`config.mk`:
```
export PLATFORM = sky130hd
export DESIGN_NAME = rx_deframer_flat
export DESIGN_NICKNAME = d
export VERILOG_FILES = /design/src/rtl/fsk16_pkg.sv /design/src/rtl/rx_deframer_if.sv /design/src/rtl/fsk_demap.sv /design/src/rtl/rx_deframer.sv /design/src/flat_wrapper.sv
export SDC_FILE = /design/constraint.sdc
export NUM_CORES = 1
export LEC_CHECK = 0
export CAP_MARGIN = 0
export CELL_PAD_IN_SITES_DETAIL_PLACEMENT = 1
export CELL_PAD_IN_SITES_GLOBAL_PLACEMENT = 1
export CORE_MARGIN = 4
export CORE_UTILIZATION = 30
export DETAILED_ROUTE_END_ITERATION = 10
export PLACE_DENSITY = 0.72
export SLEW_MARGIN = 0
export SYNTH_ARGS = -nofsm -noshare
export SYNTH_HDL_FRONTEND = slang
export SYNTH_SLANG_ARGS = --single-unit
```
`constraint.sdc`:
```
create_clock -name clk -period 7.8 [get_ports clk]
set_clock_uncertainty 0.2 [all_clocks]
set_input_delay 1.56 -clock clk [delete_from_list [all_inputs] [get_ports clk]]
set_output_delay 1.56 -clock clk [all_outputs]
set_load 0.005 [all_outputs]
```
`src/rtl/fsk16_pkg.sv`:
```
// rtl/fsk16_pkg.sv - shared 16FSK constants: header code, frequency table, deframer state encoding
package fsk16_pkg;

    localparam logic [7:0] HEAD_CODE     = 8'hE2;
    localparam int         DATA_SYMS_DEF = 256;

    // Signed MHz offsets, index = 4 coded bits; identical to the transmit mapper table
    localparam logic [7:0] FSK_FREQ_TAB [16] = '{
        8'hF1, 8'hF3, 8'hF5, 8'hF7, 8'hF9, 8'hFB, 8'hFD, 8'hFF,
        8'h01, 8'h03, 8'h05, 8'h07, 8'h09, 8'h0B, 8'h0D, 8'h0F
    };

    typedef enum logic [3:0] {
        ST_HUNT = 4'b0001,
        ST_HEAD = 4'b0010,
        ST_DATA = 4'b0100,
        ST_DONE = 4'b1000
    } rx_state_t;

endpackage

```
`src/rtl/rx_deframer_if.sv`:
```
// rtl/rx_deframer_if.sv - symbol input and coded-dibit output bundle of the receive deframer
interface rx_deframer_if;

    logic [7:0]  sym_in;
    logic        sym_valid;
    logic [1:0]  code_out;
    logic        code_valid;
    logic        frame_start;
    logic        frame_done;
    logic        frame_err;
    logic        sym_ovf;
    logic        locked;
    logic [15:0] err_cnt;

    modport master (
        output sym_in, sym_valid,
        input  code_out, code_valid, frame_start, frame_done, frame_err,
        input  sym_ovf, locked, err_cnt
    );

    modport slave (
        input  sym_in, sym_valid,
        output code_out, code_valid, frame_start, frame_done, frame_err,
        output sym_ovf, locked, err_cnt
    );

endinterface

```
`src/rtl/fsk_demap.sv`:
```
// rtl/fsk_demap.sv - inverse 16FSK map: frequency code to 4-bit index, match low for unknown codes
module fsk_demap
    import fsk16_pkg::*;
(
    input  logic [7:0] sym_in,
    output logic [3:0] idx,
    output logic       match
);

    always_comb begin
        idx   = 4'h0;
        match = 1'b0;
        for (int i = 0; i < 16; i++) begin
            if (sym_in == FSK_FREQ_TAB[i]) begin
                idx   = 4'(i);
                match = 1'b1;
            end
        end
    end

endmodule

```
`src/rtl/rx_deframer.sv`:
```
// rtl/rx_deframer.sv - 16FSK subframe header hunt, demap and dibit emission to the Viterbi decoder
// Optional unmatched-code counter on err_cnt built when RX_ERRCNT_EN is defined.
module rx_deframer #(
    parameter int         HEAD_LEN  = 8,
    parameter int         DATA_SYMS = fsk16_pkg::DATA_SYMS_DEF,
    parameter int         TIMEOUT   = 4095,
    parameter logic [7:0] HEAD_CODE = fsk16_pkg::HEAD_CODE
) (
    input  logic         clk,
    input  logic         rst,
    input  logic         En,
    rx_deframer_if.slave bus
);

    import fsk16_pkg::*;

    localparam int HCW = $clog2(HEAD_LEN + 1);
    localparam int SCW = $clog2(DATA_SYMS);
    localparam int ICW = $clog2(TIMEOUT + 1);

    rx_state_t      state, state_nxt;
    logic [HCW-1:0] head_cnt, head_cnt_nxt;
    logic [SCW-1:0] sym_cnt, sym_cnt_nxt, cur_sym;
    logic [ICW-1:0] idle_cnt, idle_cnt_nxt;
    logic           pend, pend_nxt, pend_last, pend_last_nxt;
    logic [1:0]     pend_bits, pend_bits_nxt;
    logic [1:0]     code_q, code_nxt;
    logic           code_valid_q, code_valid_nxt;
    logic           start_q, start_nxt, done_q, done_nxt, err_q, err_nxt, ovf_q, ovf_nxt;
    logic           take, is_head, match;
    logic [3:0]     idx;

    fsk_demap u_demap (
        .sym_in (bus.sym_in),
        .idx    (idx),
        .match  (match)
    );

    assign is_head = (bus.sym_in == HEAD_CODE);
    // The symbol that ends HEAD is data symbol 0 even though sym_cnt is stale there
    assign cur_sym = (state == ST_DATA) ? sym_cnt : '0;

    always_comb begin
        state_nxt      = state;
        head_cnt_nxt   = head_cnt;
        sym_cnt_nxt    = sym_cnt;
        idle_cnt_nxt   = idle_cnt;
        pend_nxt       = 1'b0;
        pend_last_nxt  = pend_last;
        pend_bits_nxt  = pend_bits;
        code_nxt       = 2'b00;
        code_valid_nxt = 1'b0;
        start_nxt      = 1'b0;
        done_nxt       = 1'b0;
        err_nxt        = 1'b0;
        ovf_nxt        = ovf_q;
        take           = 1'b0;
        if (!En) begin
            state_nxt     = ST_HUNT;
            head_cnt_nxt  = '0;
            sym_cnt_nxt   = '0;
            idle_cnt_nxt  = '0;
            pend_last_nxt = 1'b0;
            pend_bits_nxt = 2'b00;
            ovf_nxt       = 1'b0;
        end else begin
            case (state)
                ST_HUNT, ST_DONE: begin
                    // DONE also hunts so a header right after the last symbol is not lost
                    done_nxt  = (state == ST_DONE);
                    state_nxt = ST_HUNT;
                    if (bus.sym_valid && is_head) begin
                        head_cnt_nxt = HCW'(1);
                        state_nxt    = ST_HEAD;
                    end
                end
                ST_HEAD: begin
                    if (bus.sym_valid) begin
                        if (is_head) begin
                            if (head_cnt != HCW'(HEAD_LEN))
                                head_cnt_nxt = head_cnt + HCW'(1);
                        end else if (head_cnt >= HCW'(HEAD_LEN)) begin
                            take      = 1'b1;
                            start_nxt = 1'b1;
                            state_nxt = ST_DATA;
                        end else begin
                            head_cnt_nxt = '0;
                            state_nxt    = ST_HUNT;
                        end
                    end
                end
                ST_DATA: begin
                    if (pend) begin
                        code_nxt       = pend_bits;
                        code_valid_nxt = 1'b1;
                        if (pend_last)
                            state_nxt = ST_DONE;
                    end
                    if (bus.sym_valid) begin
                        idle_cnt_nxt = '0;
                        if (pend)
                            ovf_nxt = 1'b1;
                        else
                            take = 1'b1;
                    end else if (idle_cnt == ICW'(TIMEOUT - 1)) begin
                        err_nxt        = 1'b1;
                        code_nxt       = 2'b00;
                        code_valid_nxt = 1'b0;
                        state_nxt      = ST_HUNT;
                    end else begin
                        idle_cnt_nxt = idle_cnt + ICW'(1);
                    end
                end
                default: state_nxt = ST_HUNT;
            endcase
            if (take) begin
                code_nxt       = idx[3:2];
                code_valid_nxt = 1'b1;
                pend_nxt       = 1'b1;
                pend_bits_nxt  = idx[1:0];
                pend_last_nxt  = (cur_sym == SCW'(DATA_SYMS - 1));
                sym_cnt_nxt    = pend_last_nxt ? '0 : cur_sym + SCW'(1);
                idle_cnt_nxt   = '0;
            end
        end
    end

    always_ff @(posedge clk or negedge rst) begin
        if (!rst) begin
            state        <= ST_HUNT;
            head_cnt     <= '0;
            sym_cnt      <= '0;
            idle_cnt     <= '0;
            pend         <= 1'b0;
            pend_last    <= 1'b0;
            pend_bits    <= 2'b00;
            code_q       <= 2'b00;
            code_valid_q <= 1'b0;
            start_q      <= 1'b0;
            done_q       <= 1'b0;
            err_q        <= 1'b0;
            ovf_q        <= 1'b0;
        end else begin
            state        <= state_nxt;
            head_cnt     <= head_cnt_nxt;
            sym_cnt      <= sym_cnt_nxt;
            idle_cnt     <= idle_cnt_nxt;
            pend         <= pend_nxt;
            pend_last    <= pend_last_nxt;
            pend_bits    <= pend_bits_nxt;
            code_q       <= code_nxt;
            code_valid_q <= code_valid_nxt;
            start_q      <= start_nxt;
            done_q       <= done_nxt;
            err_q        <= err_nxt;
            ovf_q        <= ovf_nxt;
        end
    end

`ifdef RX_ERRCNT_EN
    logic [15:0] err_cnt_q;

    always_ff @(posedge clk or negedge rst) begin
        if (!rst) begin
            err_cnt_q <= '0;
        end else if (!En) begin
            err_cnt_q <= '0;
        end else if (take) begin
            if (start_nxt)
                err_cnt_q <= match ? 16'h0 : 16'h1;
            else if (!match && err_cnt_q != 16'hFFFF)
                err_cnt_q <= err_cnt_q + 16'h1;
        end
    end

    assign bus.err_cnt = err_cnt_q;
`else
    assign bus.err_cnt = 16'h0;
`endif

    assign bus.code_out    = code_q;
    assign bus.code_valid  = code_valid_q;
    assign bus.frame_start = start_q;
    assign bus.frame_done  = done_q;
    assign bus.frame_err   = err_q;
    assign bus.sym_ovf     = ovf_q;
    assign bus.locked      = (state == ST_DATA);

endmodule

```
`src/flat_wrapper.sv`:
```
// flat-port wrapper written by rule: the top's interface ports become plain ports
module rx_deframer_flat import fsk16_pkg::*;
#(
    parameter int         HEAD_LEN  = 8,
    parameter int         DATA_SYMS = fsk16_pkg::DATA_SYMS_DEF,
    parameter int         TIMEOUT   = 4095,
    parameter logic [7:0] HEAD_CODE = fsk16_pkg::HEAD_CODE
)
  (clk, rst, En, bus_sym_in, bus_sym_valid, bus_code_out, bus_code_valid, bus_frame_start, bus_frame_done, bus_frame_err, bus_sym_ovf, bus_locked, bus_err_cnt);
  rx_deframer_if bus_i ();
  input  logic clk;
  input  logic rst;
  input  logic En;
  input wire logic [$bits(bus_i.sym_in)-1:0] bus_sym_in;
  input wire logic [$bits(bus_i.sym_valid)-1:0] bus_sym_valid;
  output wire logic [$bits(bus_i.code_out)-1:0] bus_code_out;
  output wire logic [$bits(bus_i.code_valid)-1:0] bus_code_valid;
  output wire logic [$bits(bus_i.frame_start)-1:0] bus_frame_start;
  output wire logic [$bits(bus_i.frame_done)-1:0] bus_frame_done;
  output wire logic [$bits(bus_i.frame_err)-1:0] bus_frame_err;
  output wire logic [$bits(bus_i.sym_ovf)-1:0] bus_sym_ovf;
  output wire logic [$bits(bus_i.locked)-1:0] bus_locked;
  output wire logic [$bits(bus_i.err_cnt)-1:0] bus_err_cnt;
  assign bus_i.sym_in = bus_sym_in;
  assign bus_i.sym_valid = bus_sym_valid;
  assign bus_code_out = bus_i.code_out;
  assign bus_code_valid = bus_i.code_valid;
  assign bus_frame_start = bus_i.frame_start;
  assign bus_frame_done = bus_i.frame_done;
  assign bus_frame_err = bus_i.frame_err;
  assign bus_sym_ovf = bus_i.sym_ovf;
  assign bus_locked = bus_i.locked;
  assign bus_err_cnt = bus_i.err_cnt;
  rx_deframer #(.HEAD_LEN(HEAD_LEN), .DATA_SYMS(DATA_SYMS), .TIMEOUT(TIMEOUT), .HEAD_CODE(HEAD_CODE)) u_core (.clk(clk), .rst(rst), .En(En), .bus(bus_i));
endmodule
```
Word level (Yosys, flattened, before mapping)
Index checks and enable logic that the tools add are counted.

storage, ports and cells
  logic and storage cells = 136
  register bits after elaboration = 39
  output and inout port bits = 24

operators by class
  add/subtract/negate cells = 3
  reduce and logical (&&, ||, !) cells = 6
  equal/unequal tests = 35
  muxes and demuxes = 78
  order comparisons = 1

operators by type and width
  cell                   count
  $mux 4                 27
  $eq 8x8->1 const B     9
  $mux 12                5
  $eq 8x4->1 const B     4
  $mux 8                 4
  $mux 1                 29
  $mux 2                 9
  $eq 8x3->1 const B     2
  $add 12x1->12 const B  1
  $eq 12x12->1 const B   1
  $ne 4x4->1 const B     3
  $pmux 4 s3             1
  $add 8x1->8 const B    1
  $eq 8x1->1 const B     1
  $eq 8x2->1 const B     1
  $ne 2x1->1 const B     4
  $pmux 4 s2             1
  $ne 3x1->1 const B     2
  $ne 3x3->1 const B     2
  $reduce_and 5->1       1
  $add 4x1->4 const B    1
  $eq 4x1->1 const B     1
  $eq 4x2->1 const B     1
  $eq 4x3->1 const B     1
  other kinds (10)       11

Longest topological paths before layout
Gate-level depths: netlist (run 1).

  depth after elaboration = 18
  gate-level depth with buffers = 11
  gate-level depth less buffers = 9

By module
A second synthesis (run 1) with hierarchy kept.

unflattened totals
  cell total of the unflattened synthesis = 268
  area total of the unflattened synthesis = 2386.0 um^2

by module, submodules not included
  module       cells an instance  area each (um^2)  times used  sequential area each (um^2)
  rx_deframer  257                2329.7            1           977.2
  fsk_demap    11                 56.3              1           0.0

Worst setup path after synthesis (run 1)
Ideal clock, no wire load.

  path kind = in2reg
  from = input bus_sym_in[3]
  to = register u_core.head_cnt[0]
  data required time = 7.521 ns
  arrival = 3.014 ns
  buffers on the path = 1
  path slack = 4.507 ns
  stages on the path = 6
  cell sequence = nor4b_1 nand4_1 clkbuf_1 a2111o_1 a21oi_1 mux2i_1

between the ends
  longest elaborated chain between the ends = 5
  elaborated cells on any way between the ends = 10

RTL lines
  what                  line                RTL
  from (decl)           flat_wrapper.sv:14  input wire logic [$bits(bus_i.sym_in)-1:0] bus_sym_in;
  $eq 8x8->1 (*)        rx_deframer.sv:39   assign is_head = (bus.sym_in == HEAD_CODE);
  $mux 4                rx_deframer.sv:79   if (is_head) begin
  $mux 4                rx_deframer.sv:78   if (bus.sym_valid) begin
  $pmux 4 s2            rx_deframer.sv:67   case (state)
  $mux 4                rx_deframer.sv:58   if (!En) begin
  to (signal assigned)  rx_deframer.sv:145  head_cnt <= head_cnt_nxt;
  to (decl)             rx_deframer.sv:22   logic [HCW-1:0] head_cnt, head_cnt_nxt;

Mark *: on every way between the ends. The rest lies on a longest branch, timed or not. The select of a mux whose other input is x is not followed.
A chain may end at the register's enable or synchronous reset.

Worst setup path in the final report (run 1)
  from = input bus_sym_valid
  to = register u_core.head_cnt[1]

between the ends
  longest elaborated chain between the ends = 3
  elaborated cells on any way between the ends = 4

RTL lines
  what                            line                RTL
  from (decl)                     flat_wrapper.sv:15  input wire logic [$bits(bus_i.sym_valid)-1:0] bus_sym_valid;
  $logic_and 1x1->1               rx_deframer.sv:72   if (bus.sym_valid && is_head) begin
  $ne 3x2->1 (no line)            --
  $reduce_and 5->1 (no line) (*)  --

Mark *: on every way between the ends. The rest lies on a longest branch, timed or not.

==> results of run 1 <==
==> critical path, delay by kind of cell <==
| family | cells | cell delay (ns) |
|---|---|---|
| AO/OA/AOI/OAI | 2 | 0.85 |
| buffers and inverters | 2 | 1.63 |
| multiplexers | 1 | 0.23 |
==> synth_stat cells, drive strengths merged (4+ instances only) <==
| library cell | count | area (um^2) |
|---|---|---|
| nor4 | 4 | 25.0 |
| dfrtp | 38 | 951 |
| a21boi | 4 | 41.3 |
| mux2i | 4 | 40.0 |
| nand4 | 9 | 56.3 |
| nor3 | 12 | 60.1 |
| o21ai | 19 | 98.9 |
| ha | 5 | 62.6 |
| and2 | 4 | 27.5 |
| a21oi | 15 | 75.1 |
| nor4b | 4 | 50.1 |
| inv | 9 | 33.8 |
| buf | 24 | 185 |
| and3 | 5 | 31.3 |
| a31oi | 14 | 87.6 |
| nand2 | 23 | 86.3 |
| nand3 | 13 | 65.1 |
| nor2 | 17 | 71.3 |
| clkbuf | 8 | 30.0 |
==> worst max path at each step <==
stage	startpoint	to	cells after the start
CTS	bus_sym_valid	u_core.head_cnt[1]$_DFFE_PN0P_	5
floorplan	bus_sym_in[3]	u_core.head_cnt[0]$_DFFE_PN0P_	6
finish	bus_sym_valid	u_core.head_cnt[1]$_DFFE_PN0P_	5
detailed placement	bus_sym_valid	u_core.head_cnt[0]$_DFFE_PN0P_	5
global placement	bus_sym_valid	u_core.head_cnt[1]$_DFFE_PN0P_	5
global route	bus_sym_valid	u_core.head_cnt[0]$_DFFE_PN0P_	5
==> cell families (layout without fill, tap and decap cells) <==
logic type                 after synthesis  count (layout)  synth area share
AOI/OAI and AO/OA                       76              76             0.210
xor gates and xnor gates                 3               3            0.0104
adders and majority gates                5               5            0.0249
buffers and inverters                   43              38             0.104
DFF                                     39              39             0.388
muxes                                    5               5            0.0204
other                                    1              16           0.00149
and+or+nand+nor                        108             108             0.241
==> registers in the layout, indices dropped and copies added (netlist names) <==
signal,cells
u_core.idle_cnt,12
u_core.bus.frame_start,1
u_core.bus.sym_ovf,1
u_core.pend,1
u_core.pend_last,1
u_core.bus.frame_err,1
u_core.state,4
u_core.pend_bits,2
u_core.bus.frame_done,1
u_core.sym_cnt,8
u_core.bus.code_valid,1
u_core.bus.code_out,2
u_core.head_cnt,4
==> metrics by stage <==
step / worst slack [ns] / std cells / hold slack [ns]
3_3_place_gp: 3.25 / 387 / 0.285
3_5_place_dp: 3.24 / 387 / 0.285
5_1_grt: 3.31 / 395 / 0.309
2_1_floorplan: 4.51 / 295 / 0.260
4_1_cts: 3.52 / 395 / 0.297
6_report: 3.54 / 395 / 0.290
==> power by group through the flow <==
stage	logic (uW)	registers [uW]	clock network, uW
4_1_cts	27.3	203	187
5_1_grt	30.3	203	193
3_5_place_dp	27.1	207	0
2_1_floorplan	19.0	207	0
3_3_place_gp	26.7	207	0
6_report	26.5	203	179
==> layer usage <==
layer	up-vias	share of wire	GRT usage
met5	-	0	0
met4	0	0.011	0.0389
met3	10	0.040	0.0295
met2	48	0.46	0.220
met1	1018	0.49	0.184
li1	1020	-	-
==> final cells by class <==
| class | instances | area [um^2] |
|---|---|---|
| clock inverters | 2 | 35.0 |
| inverters | 11 | 46.3 |
| fillers | 974 | 5380 |
| multi-input cells | 213 | 1330 |
| clock buffers | 6 | 82.6 |
| repair buffers | 19 | 185 |
| well taps | 105 | 131 |
| flip-flops and latches | 39 | 977 |
==> metrics, run 1 <==
status complete, no violations; worst slew pin tran 0.982 ns; final count of hold timing violations 0; switching component of the power 94.6 uW; Die Width 99.6 um; count of TritonRoute iterations in the first routing pass 4; relative contribution of sequential cells to total power 0.497; WL per Instance 16.0 um; startpoint of the most critical register-to-register path u_core.state[3]$_DFFE_PN0P_; ports placed on the boundary 36; sequential area share after synthesis 0.388; count of pins over their slew limit 0; register-to-register setup slack 4.62 ns; clock slew at reported path FFs 0.08 ns; Placer Congestion 0.816; share of synthesized registers carrying an async set or reset 1.00; DIE HEIGHT 99.6 um; worst min-delay path endpoint u_core.head_cnt[2]$_DFFE_PN0P_; Worst Path Required 7.82 ns; first-pass GRT wire length 11.0 mm; cell depth of the worst hold path 1; total wirelength of the detailed-routed design 6.32 mm; Worst Setup Start Kind input port; peak clock frequency supported by timing 235 MHz; number of clock sinks 39; Setup Fix Bufs, Post-CTS 0; ratio of final minimum period to clock period 0.546; nets@finish 306; hold path startpoint u_core.head_cnt[2]$_DFFE_PN0P_; Synthesis Warnings 0; total power consumption of the routed design 409 uW; leakage power figure 0.00108 uW; total congestion overflow after global routing 0; crit-path max cell delay 0.98 ns; deepest level of the CTS H-tree 2; crit-path cells clkdlybuf4s50_1 > clkinv_1 > a2111o_1 > a21oi_1 > mux2i_1; Row Count 33; logic gate share of total power 0.065; max-slew headroom at the worst pin 0.342; ratio of cells with drive above 1 in the final layout 0.0793; RSZ-0062 raised after global routing false; area of placed instances 0.00267 mm^2; largest voltage drop on the vdd net 0.0593 mV; instance count of the mapped netlist 280; starting density of the core 0.308; hold_buf cts 0; number of buffers on the longest clock path 2; count of cells along the worst register-to-register path 9; count of flip-flops with a built-in enable after synthesis 0; arrival time of the worst setup path 4.28 ns; critical path type input port to register; Setup violations, final 0; endpoint of the most critical register-to-register path u_core.sym_cnt[3]$_DFFE_PN0P_; cell at the root of the clock tree clkbuf_8; final HPWL from detailed placement 4.52 mm; Tightest Hold Check Type register to register; Power Dens Cells 147 mW/mm^2; category of the worst setup path capture point register; Die Outline Area 0.00992 mm^2; final-layout setup total negative slack 0 ns; TritonCTS clock tree done; Post-route DRC 0; CP max FO 20; core footprint 0.00818 mm^2; count of input and output buffers 19; number of global-route vias before repair 2206; total of flip-flops plus latches after synthesis 39; number of DRC markers after the initial detailed-route iteration 52; Total GRT Usage 0.136; via count of the routed design 2096; clock period minus final worst setup slack 4.26 ns; most common library cell in the layout ignoring fill and taps dfrtp_1; switching portion of total power 0.231; post-synth design cell area 0.00252 mm^2; Routed Antenna Nets 0; number of gates given a new drive strength after cts 0; internal power 314 uW; most common flop cell mapped by yosys dfrtp_1; Critical-path top delay cell clkdlybuf4s50_1; antenna cells 0; number of max-cap violations 0; average vias per placed instance 5.31; Final Core Density 0.341; commonest cells after routing, fill and taps aside 38 x dfrtp_1, 23 x nand2_1, 18 x o21ai_0, 18 x clkdlybuf4s50_1; mean instance size in the synthesized netlist 8.99 um^2; number of distinct library cells after synthesis 60; final non-filler cell area 0.00279 mm^2; maximum number of pins on one net before global-route repair 40; layout overhead on the synthesized area 10.9%; number of antenna violations at the first check in global routing 0; Num CTS Buffers 5; proportion of power drawn by the clock network 0.439; worst-skew pair later-pin latency 0.30 ns
No activity file was read; power rests on OpenSTA's default activity.
==> run 2, diff against run 1 <==
PLACE_DENSITY = 0.74   (was 0.72)
clock period = 3.8 ns   (was 7.8 ns; I/O delays follow)
==> run 2 against run 1 <==
  * Global-route usage is 0.23 points higher
  * Count of clock-buffer cells in the layout did not move
  * Clock power rose by 63%
  * Die area stayed put
  * Sequential cell count stayed put
  * Cell area is 0.22% higher
  * Critical path type is now register to primary output
  * Largest cell class unchanged
  * Largest power group unchanged
==> metrics, run 2 (same netlist as run 1, synthesis figures left out) <==
worst min-delay path endpoint u_core.head_cnt[2]$_DFFE_PN0P_ (unchanged); critical path type register to primary output (was input port to register); number of global-route vias before repair 2300 (was 2206); cell at the root of the clock tree clkbuf_8 (unchanged); peak clock frequency supported by timing 309 MHz; total wirelength of the detailed-routed design 6.61 mm (was 6.32 mm); Power Dens Cells 274 mW/mm^2 (was 147 mW/mm^2); largest registers ranked by flip-flop count u_core.idle_cnt x12, u_core.sym_cnt x8 (unchanged); leakage power figure 0.00109 uW (was 0.00108 uW); clock period minus final worst setup slack 3.24 ns; Die Width 99.6 um (unchanged); Worst Setup Start Kind register (was input port); Worst Path Required 2.84 ns (was 7.82 ns); ports placed on the boundary 36 (unchanged); most common library cell in the layout ignoring fill and taps dfrtp_1 (unchanged); Die Outline Area 0.00992 mm^2 (unchanged); first-pass GRT wire length 11.2 mm (was 11.0 mm); CP max FO 11 (was 20); Total GRT Usage 0.139 (was 0.136); number of antenna violations at the first check in global routing 0 (unchanged); Placer Congestion 0.763 (was 0.816); maximum number of pins on one net before global-route repair 40 (unchanged); count of cells along the worst register-to-register path 9 (unchanged); Num CTS Buffers 5 (unchanged); non-filler instance count after layout 400 (was 395); category of the worst setup path capture point primary output (was register); filler instances 999 (was 974); number of max-cap violations 0 (unchanged); RSZ-0062 raised after global routing false (unchanged); final worst setup slack 0.559 ns (was 3.54 ns); worst-skew pair later-pin latency 0.30 ns (about the same); flip-flop count of the largest register, all copies and words added 12 (unchanged); Routed Antenna Nets 0 (unchanged); commonest cells after routing, fill and taps aside 38 x dfrtp_1, 23 x nand2_1, 18 x o21ai_0, 18 x clkdlybuf4s50_1 (unchanged); average vias per placed instance 5.39 (was 5.31); TritonCTS clock tree done (unchanged); hold path startpoint u_core.head_cnt[2]$_DFFE_PN0P_ (unchanged); hold_buf cts 0 (unchanged); nets@finish 311 (was 306); Post-route DRC 0 (unchanged); cell depth of the worst hold path 1 (unchanged); endpoint of the most critical register-to-register path u_core.sym_cnt[3]$_DFFE_PN0P_ (unchanged); core footprint 0.00818 mm^2 (unchanged); startpoint of the most critical register-to-register path u_core.state[3]$_DFFE_PN0P_ (unchanged); count of pins over their slew limit 0 (unchanged); final HPWL from detailed placement 4.63 mm (was 4.52 mm); total congestion overflow after global routing 0 (unchanged); clock slew at reported path FFs 0.09 ns (was 0.08 ns); max-slew headroom at the worst pin 0.380 (was 0.342); Row Count 33 (unchanged); count of input and output buffers 19 (unchanged); largest voltage drop on the vdd net 0.134 mV (was 0.0593 mV); final-layout setup total negative slack 0 ns (unchanged); worst slew pin tran 0.930 ns (was 0.982 ns); WL per Instance 16.5 um (was 16.0 um); ratio of cells with drive above 1 in the final layout 0.0915 (was 0.0793); Post-Place Cells 392 (was 387); count of TritonRoute iterations in the first routing pass 4 (unchanged); worst hold slack 0.304 ns (was 0.290 ns); register-to-register setup slack 0.60 ns (was 4.62 ns); via count of the routed design 2154 (was 2096); number of clock sinks 39 (unchanged); number of DRC markers after the initial detailed-route iteration 92 (was 52); ratio of final minimum period to clock period 0.853; final count of hold timing violations 0 (unchanged); Setup Fix Bufs, Post-CTS 0 (unchanged); DIE HEIGHT 99.6 um (unchanged); number of gates given a new drive strength after cts 0 (unchanged); pre-CTS worst setup slack 0.510 ns (was 3.24 ns); Tightest Hold Check Type register to register (unchanged); Setup violations, final 0 (unchanged); deepest level of the CTS H-tree 2 (unchanged); antenna cells 0 (unchanged); starting density of the core 0.308 (unchanged); status complete, no violations (unchanged); layout overhead on the synthesized area 11.2% (was 10.9%); number of buffers on the longest clock path 2 (unchanged); arrival time of the worst setup path 2.28 ns (was 4.28 ns); register with the highest flop count u_core.idle_cnt (unchanged)
==> run 2: cell types whose count changed in the layout (fill, tap and decap cells not counted), sizes merged <==
| cell | delta |
|---|---|
| buf | +5 |
| bufinv | -1 |
| clkinv | +1 |
==> run 2: power by group <==
group,switching (uW),total (uW),internal (uW)
sequential,1.36,417,416
clock,162,292,130
combinational,39.5,58.4,18.9
==> run 2: final cells by class <==
class,instances,area [um^2],area share
clock buffers,6,72.6,0.0259
clock inverters,2,13.8,0.00492
inverters,11,46.3,0.0165
multi-input cells,213,1330,0.477
flip-flops and latches,39,977,0.349
well taps,105,131,0.0470
repair buffers,24,223,0.0796
==> run 2: critical path, cell delays in order, from the launching register on <==
cell	delay [ns]
dfrtp_1	0.54
or4b_1	0.73
clkinv_4	0.17
clkdlybuf4s50_1	0.54
==> run 2: routing by layer <==
layer,wire length [um],part of all wire,vias to the layer above,global-route usage
li1,-,-,1032,-
met1,3090,0.47,1076,0.183
met2,3210,0.49,41,0.233
met3,240,0.036,5,0.0238
met4,62,0.0094,0,0.0399
met5,0,0,-,0
==> run 2: worst max path at each step <==
stage | start | to | slack (ns) | cells past startpoint
6_report | u_core.state[3]$_DFFE_PN0P_ | bus_locked | 0.56 | 3
4_1_cts | u_core.state[3]$_DFFE_PN0P_ | bus_locked | 0.56 | 3
5_1_grt | u_core.state[3]$_DFFE_PN0P_ | u_core.sym_cnt[3]$_DFFE_PN0P_ | 0.36 | 9
3_3_place_gp | bus_sym_in[3] | u_core.head_cnt[0]$_DFFE_PN0P_ | 0.62 | 6
2_1_floorplan | u_core.state[0]$_DFFE_PN1P_ | u_core.sym_cnt[3]$_DFFE_PN0P_ | 1.09 | 11
3_5_place_dp | bus_sym_in[3] | u_core.head_cnt[1]$_DFFE_PN0P_ | 0.51 | 6
==> run 2: through the flow <==
stage	area, um^2	power, uW	util
floorplan	2570	464	-
global placement	2710	483	0.332
detailed placement	2710	484	0.332
CTS	2800	775	0.342
global route	2800	798	0.342
finish	2800	768	0.342
